$ cat src/rtl/traffic_light_monitor.sv
// rtl/traffic_light_monitor.sv - passive lamp-legality, phase-order and dwell checker
// Decodes the six lamp lines back into a phase and flags any deviation from the controller's schedule.
module traffic_light_monitor #(
  parameter int unsigned GREEN_TICKS  = 5,
  parameter int unsigned YELLOW_TICKS = 2
) (
  input  logic        clk_i,
  input  logic        rst_i,
  input  logic        tick_i,
  input  logic        ns_g_i,
  input  logic        ns_y_i,
  input  logic        ns_r_i,
  input  logic        ew_g_i,
  input  logic        ew_y_i,
  input  logic        ew_r_i,
  output logic [1:0]  phase_o,
  output logic        phase_valid_o,
  output logic        locked_o,
  output logic [7:0]  dwell_o,
  output logic [15:0] cycles_o,
  output logic        err_onehot_o,
  output logic        err_conflict_o,
  output logic        err_seq_o,
  output logic        err_dur_o,
  output logic        err_any_o
);

  typedef enum logic [1:0] {
    NS_G = 2'b00,
    NS_Y = 2'b01,
    EW_G = 2'b10,
    EW_Y = 2'b11
  } phase_e;

  localparam logic [7:0] GREEN_REQ  = 8'(GREEN_TICKS);
  localparam logic [7:0] YELLOW_REQ = 8'(YELLOW_TICKS);

  phase_e      phase_q;
  logic        tick_q;
  logic        phase_valid_q;
  logic        locked_q;
  logic [7:0]  dwell_q;
  logic [15:0] cycles_q;
  logic        err_onehot_q;
  logic        err_conflict_q;
  logic        err_seq_q;
  logic        err_dur_q;
  logic        err_any_q;

  logic        tick_ev;
  logic [1:0]  ns_cnt;
  logic [1:0]  ew_cnt;
  logic        bad_onehot;
  logic        conflict;
  logic        all_red;
  logic        legal;
  phase_e      lamp_phase;
  logic        change;
  logic        successor;
  logic [7:0]  dwell_d;
  logic [7:0]  req;

  always_comb begin
    tick_ev    = tick_i & ~tick_q;
    ns_cnt     = {1'b0, ns_g_i} + {1'b0, ns_y_i} + {1'b0, ns_r_i};
    ew_cnt     = {1'b0, ew_g_i} + {1'b0, ew_y_i} + {1'b0, ew_r_i};
    bad_onehot = (ns_cnt != 2'd1) || (ew_cnt != 2'd1);
    conflict   = !bad_onehot && !ns_r_i && !ew_r_i;
    all_red    = !bad_onehot && ns_r_i && ew_r_i;
    legal      = !bad_onehot && !conflict && !all_red;

    // Only meaningful when legal: exactly one direction is non-red.
    lamp_phase = NS_G;
    if (ns_y_i)      lamp_phase = NS_Y;
    else if (ew_g_i) lamp_phase = EW_G;
    else if (ew_y_i) lamp_phase = EW_Y;

    change    = legal && (lamp_phase != phase_q);
    successor = (lamp_phase == phase_e'(phase_q + 2'd1));
    dwell_d   = (tick_ev && dwell_q != 8'hFF) ? dwell_q + 8'd1 : dwell_q;
    req       = phase_q[0] ? YELLOW_REQ : GREEN_REQ;
  end

  always_ff @(posedge clk_i) begin
    if (rst_i) begin
      phase_q        <= NS_G;
      tick_q         <= 1'b0;
      phase_valid_q  <= 1'b0;
      locked_q       <= 1'b0;
      dwell_q        <= 8'd0;
      cycles_q       <= 16'd0;
      err_onehot_q   <= 1'b0;
      err_conflict_q <= 1'b0;
      err_seq_q      <= 1'b0;
      err_dur_q      <= 1'b0;
      err_any_q      <= 1'b0;
    end else begin
      tick_q        <= tick_i;
      phase_valid_q <= legal;
      err_any_q     <= err_onehot_q | err_conflict_q | err_seq_q | err_dur_q;

      if (bad_onehot) err_onehot_q   <= 1'b1;
      if (conflict)   err_conflict_q <= 1'b1;

      if (change) begin
        // A tick in the change cycle belongs to the phase being left.
        phase_q <= lamp_phase;
        dwell_q <= 8'd0;
        if (successor) begin
          if (locked_q && dwell_d != req) begin
            err_dur_q <= 1'b1;
            locked_q  <= 1'b0;
          end else begin
            locked_q  <= 1'b1;
          end
          if (phase_q == EW_Y && locked_q) cycles_q <= cycles_q + 16'd1;
        end else begin
          if (locked_q) err_seq_q <= 1'b1;
          locked_q <= 1'b0;
        end
      end else begin
        dwell_q <= dwell_d;
        // Stuck phase: fires once, since it drops the lock it depends on.
        if (legal && locked_q && tick_ev && dwell_d > req) begin
          err_dur_q <= 1'b1;
          locked_q  <= 1'b0;
        end
        if (all_red && locked_q) begin
          err_seq_q <= 1'b1;
          locked_q  <= 1'b0;
        end
      end
    end
  end

  assign phase_o        = phase_q;
  assign phase_valid_o  = phase_valid_q;
  assign locked_o       = locked_q;
  assign dwell_o        = dwell_q;
  assign cycles_o       = cycles_q;
  assign err_onehot_o   = err_onehot_q;
  assign err_conflict_o = err_conflict_q;
  assign err_seq_o      = err_seq_q;
  assign err_dur_o      = err_dur_q;
  assign err_any_o      = err_any_q;

endmodule

$ cat config.mk
export PLATFORM = sky130hd
export DESIGN_NAME = traffic_light_monitor
export DESIGN_NICKNAME = d
export VERILOG_FILES = /design/src/rtl/traffic_light_monitor.sv
export SDC_FILE = /design/constraint.sdc
export NUM_CORES = 1
export LEC_CHECK = 0
export ABC_CLOCK_PERIOD_IN_PS = 3700
export CORE_MARGIN = 3
export CORE_UTILIZATION = 40
export CTS_CLUSTER_SIZE = 20
export DETAILED_ROUTE_END_ITERATION = 8
export PLACE_DENSITY = 0.71
export SLEW_MARGIN = 20
export SYNTH_ARGS = -nofsm -noshare
export SYNTH_HDL_FRONTEND = slang
export SYNTH_SLANG_ARGS = --single-unit
$ cat constraint.sdc
create_clock -name clk_i -period 3.7 [get_ports clk_i]
set_clock_uncertainty 0.05 [all_clocks]
set_input_delay 0.74 -clock clk_i [delete_from_list [all_inputs] [get_ports clk_i]]
set_output_delay 0.74 -clock clk_i [all_outputs]
set_load 0.03 [all_outputs]
# == Word-level counts from Yosys, hierarchy flattened ==
# Cells that the tools add are included.
# word_totals
ff_bits,34
latch_bits,0
mem_bits_rw,0
rom_bits,0
inputBits,9
output_inout_bits,33
elab_cells,80
memories,0
# classes
add_sub_neg,7
n_mul,0
div,0
n_lt_le_gt_ge,1
eq_ne,11
n_shift,0
mux,18
n_bitwise,5
reduce_logical,27
# op_table
operator,count
$add 16x1->16 const B,1
$logic_and 1x1->1,14
$mux 1,13
$reduce_and 3->1,3
$add 8x1->8 const B,1
$gt 8x3->1,1
$mux 8,1
$ne 2x1->1 const B,4
$ne 8x3->1,1
$ne 8x8->1 const B,1
$mux 2,3
$logic_not 1->1,5
$add 1x1->2,2
$add 2x1->2,2
$ne 2x2->1 const B,2
$reduce_bool 2->1,2
$mux 3,1
$or 1x1->1,3
$reduce_bool 3->1,1
$add 2x1->2 const B,1
$eq 2x2->1,1
$eq 2x2->1 const B,1
$ne 2x2->1,1
$reduce_or 2->1,1
3 further kinds,3

# == Longest topological paths before layout ==
# depth
ltp_word,16
mapped_depth,12
depth_no_buf,12

# == Worst setup path before layout ==
# OpenSTA, ideal clock, no wires.
# synth_timing
path_kind,input -> register
start,input port ns_y_i
end,"register cycles_q[11], in the netlist cycles_o[11]"
setup_ps,128
t_arrival_ps,2756
required_time_ps,3522
setup_slack_ps,766
cell_stages,8
path_buffers,0
path_cell_list,inv_1 fa_1 and4bb_1 o211a_1 nand4_4 or4_4 xnor2_1 nor2b_1
# synth_between
elab_chain_cells,12
word_cells_on_any_way,18
cone_classes,add/sub (2); eq/ne (3); mux (1); reduce/logical (12)
# synth_rtl
element,line,rtl
start: declaration,11,"input logic ns_y_i,"
$add 1x1->2,65,"ns_cnt = {1'b0, ns_g_i} + {1'b0, ns_y_i} + {1'b0, ns_r_i};"
$add 2x1->2,65,
$ne 2x1->1,67,bad_onehot = (ns_cnt != 2'd1) || (ew_cnt != 2'd1);
$logic_or 1x1->1,67,
$logic_not 1->1,"68, 69, 70",
$logic_and 1x1->1 (2 in a row),68,conflict = !bad_onehot && !ns_r_i && !ew_r_i;
$logic_not 1->1,70,legal = !bad_onehot && !conflict && !all_red;
$logic_and 1x1->1 (2 in a row),70,
$logic_and 1x1->1,78,change = legal && (lamp_phase != phase_q);
$reduce_and 3->1 (no line) *,--,
end signal: assignment,116,if (phase_q == EW_Y && locked_q) cycles_q <= cycles_q + 16'd1;
end: declaration,43,logic [15:0] cycles_q;
# Every way passes the cells marked *; elsewhere a longest branch is shown, timed or not.
# A chain may end at the register's enable or synchronous reset.

# == Worst setup path in the final report ==
# layout_timing
start,input port ew_y_i
end,"register cycles_q[11], in the netlist cycles_o[11]"
# layout_between
elab_chain_cells,12
word_cells_on_any_way,20
cone_classes,add/sub (2); eq/ne (3); mux (3); reduce/logical (12)
# layout_rtl
element,line,rtl
start: declaration,14,"input logic ew_y_i,"
$add 1x1->2,66,"ew_cnt = {1'b0, ew_g_i} + {1'b0, ew_y_i} + {1'b0, ew_r_i};"
$add 2x1->2,66,
$ne 2x1->1,67,
$logic_or 1x1->1,67,
$logic_not 1->1,"68, 69, 70",
$logic_and 1x1->1 (2 in a row),68,
$logic_not 1->1,70,
$logic_and 1x1->1 (2 in a row),70,
$logic_and 1x1->1,78,
$reduce_and 3->1 (no line) *,--,
# Marks and branches as above.

==> out/metrics.cfg <==
[run_status]
outcome=finished clean

[clocking]
insertion_delay_ns=0.27
cts_buffer_depth=2
hold_buffers=0
post_cts.repair.setup_buffers=0
htreeDepth=2
ctsRootBufferMaster=clkbuf_8
cts_made_buffers=5
numClockSinks=34
cts_resized=0
cts_tree=built
path_clk_slew_ns=0.06

[setup_path]
cp_data_required_time_ns=3.82
worst-path-max-fanout=5
start_kind=primary input
critPathTopFamily=simple AND/OR/NAND/NOR gates
crit_chain=clkdlybuf4s50_1, inv_1, fa_1, and4bb_1, o211a_1, nand4_4, or4_4, xnor2_1, nor2b_1
crit_path_top_delay_cell=clkdlybuf4s50_1
r2r_setup_slack_ns=0.76
critPathBufInv=2
r2r_start=dwell_o[0]$_SDFF_PP0_
endpoint_kind=register
cp_slowest_stage_delay_ns=0.53
crit_path_start=ew_y_i
cp.arrival_ns=3.23
critPathKind=primary input to register

[sta]
timing.fmax_mhz=321
period_share_pct=84.1
slew_headroom_pct=70.7
rsz0062_at_grt=no
setup_viol=0
worst_slack_ns=0.588
drv_slew=0
layout_min_cycle_time_ns=3.11
fin_tns_setup_ns=0
final-hold-violation-count=0
tightest_slew_ns=0.437

[min_path]
min_from=err_dur_o$_SDFFE_PP0P_
min_path_type=register to register

[synthesis]
avgSynthCellArea_um2=8.34
yosysTopAreaCell=dfxtp_1
synth-seq-area-share_pct=35.8
synth-edff-count=0
ys.flop_type=dfxtp_1
synthCells=228
post-synth-top-count-cell=dfxtp_1
syn_area_um2=1900
synth_cell_types=43
yosysWarnings=0
synth_top_area_share_pct=35.8
ys_top_cells_by_area=dfxtp_1 36%, nor2_1 6.1%, xnor2_1 5.5%, ha_1 3.9%, mux2i_1 3.7%
ys_ff_latch=34
netlist_top_cells_count=34 x dfxtp_1, 31 x nor2_1, 18 x nand2_1
synth_nets=245
ys_async_sr_fraction_pct=0

[power]
power_density_nw_per_um2=302
p_leak_nw=0.888
peakVddDrop_mv=0.186
power_w=0.000752

[floorplanning]
die_y_um=75.0
core_area_um2=4470
design.die.area_um2=5620
start_util_pct=42.5
rows=24
ios=42
die_w_um=75.0

[drt]
drc=0
viasPerCell=5.27
drt-wirelength-per-cell_um=12.7
routed_wl_mm=4.17
drt_iter0_markers=65
first_pass_iters=4
antenna_left=0
num_vias=1727

[placed_design]
gp_congestion=0.815
io_buffer_count=41
dp.final_hpwl_mm=3.20
place_inst=322
place_ws_ns=0.285

[global_route]
grt_max_degree=19
antenna_found_initial=0
globalRouteOverflowTotal=0
grt_pass1_wl_mm=7.27
grtUsageTotal_pct=16.5
grt_pass1_vias=1657

[finish]
diodes=0
multi_input_area_um2=1150
areaGrowthSynthToFinish_pct=30.7
n_fill_cell=430
layout.cells.non_filler=328
largest_reg_flops=16
nNetsFinal=294
drive_above_1_share_pct=7.25
regArea_um2=681

[run]
cap_violations=0

-- stage by stage --
step           cell area [um2]  hold WS (ns)  utilization (%)
2_1_floorplan             1900         0.531                -
3_3_place_gp              2400         0.409             53.7
3_5_place_dp              2400         0.429             53.7
4_1_cts                   2490         0.448             55.6
5_1_grt                   2490         0.468             55.6
6_report                  2490         0.434             55.6
-- per-layer routing --
| metal | track usage (%) | part of all wire [%] | wire [um] |
|---|---|---|---|
| met1 | 21.5 | 50 | 2100 |
| met2 | 27.1 | 45 | 1880 |
| met3 | 3.74 | 3.8 | 157 |
| met4 | 5.34 | 0.89 | 37 |
| met5 | 0 | 0 | 0 |
-- placed cells by master, fill, tap and decap left out, types with 2 or more instances in the layout --
master	count
clkdlybuf4s50_1	41
dfxtp_1	34
nor2_1	31
nand2_1	18
inv_1	12
a21oi_1	12
nor3_1	12
xnor2_1	12
nand3_1	10
o21ai_0	10
mux2i_1	7
buf_4	7
nor2b_1	6
or3_1	6
ha_1	6
clkbuf_8	6
nand4_1	5
xor2_1	4
nor4_1	4
a211oi_1	3
mux2_2	2
and2_1	2
a31oi_1	2
nand2b_1	2
and3_1	2
and4_1	2
fa_1	2
-- path summary, 6_finish.rpt --
path                                                  end  depth (start not counted)
worst max register to register     err_dur_o$_SDFFE_PP0P_                         11
worst min-delay path               err_dur_o$_SDFFE_PP0P_                          2
worst min register to register     err_dur_o$_SDFFE_PP0P_                          2
worst max-delay path            cycles_o[11]$_SDFFE_PP0P_                          9
-- cell type report --
class | count | area share [%]
Sequential cell | 34 | 27.4
Timing Repair Buffer | 48 | 18.6
Tap cell | 52 | 2.62
Multi-Input combinational cell | 176 | 46.3
Inverter | 12 | 1.81
Clock buffer | 6 | 3.32
-- kinds of logic (layout without fill, tap and decap cells) --
family	count (synthesis)	count (layout)	synth area share, %
buf+inv	18	66	3.75
simple gates	106	106	28.9
flops	34	34	35.8
xor+xnor	16	16	7.37
compound gates	36	36	12.0
mux	10	10	6.05
fa+ha+maj	8	8	6.05
-- where the power goes --
part	total, W	internal [W]	switching [W]
clock network	0.000262	0.000143	0.000119
registers	0.000383	0.000374	0.00000865
logic	0.000107	0.0000481	0.0000590
total	0.000752	0.000565	0.000186
-- worst min-delay path: stages, from the launching register on --
cell and delay, ns:
dfxtp_1 0.33, inv_1 0.06, a21oi_1 0.05
Note: power is estimated with default switching activity, not from simulation.
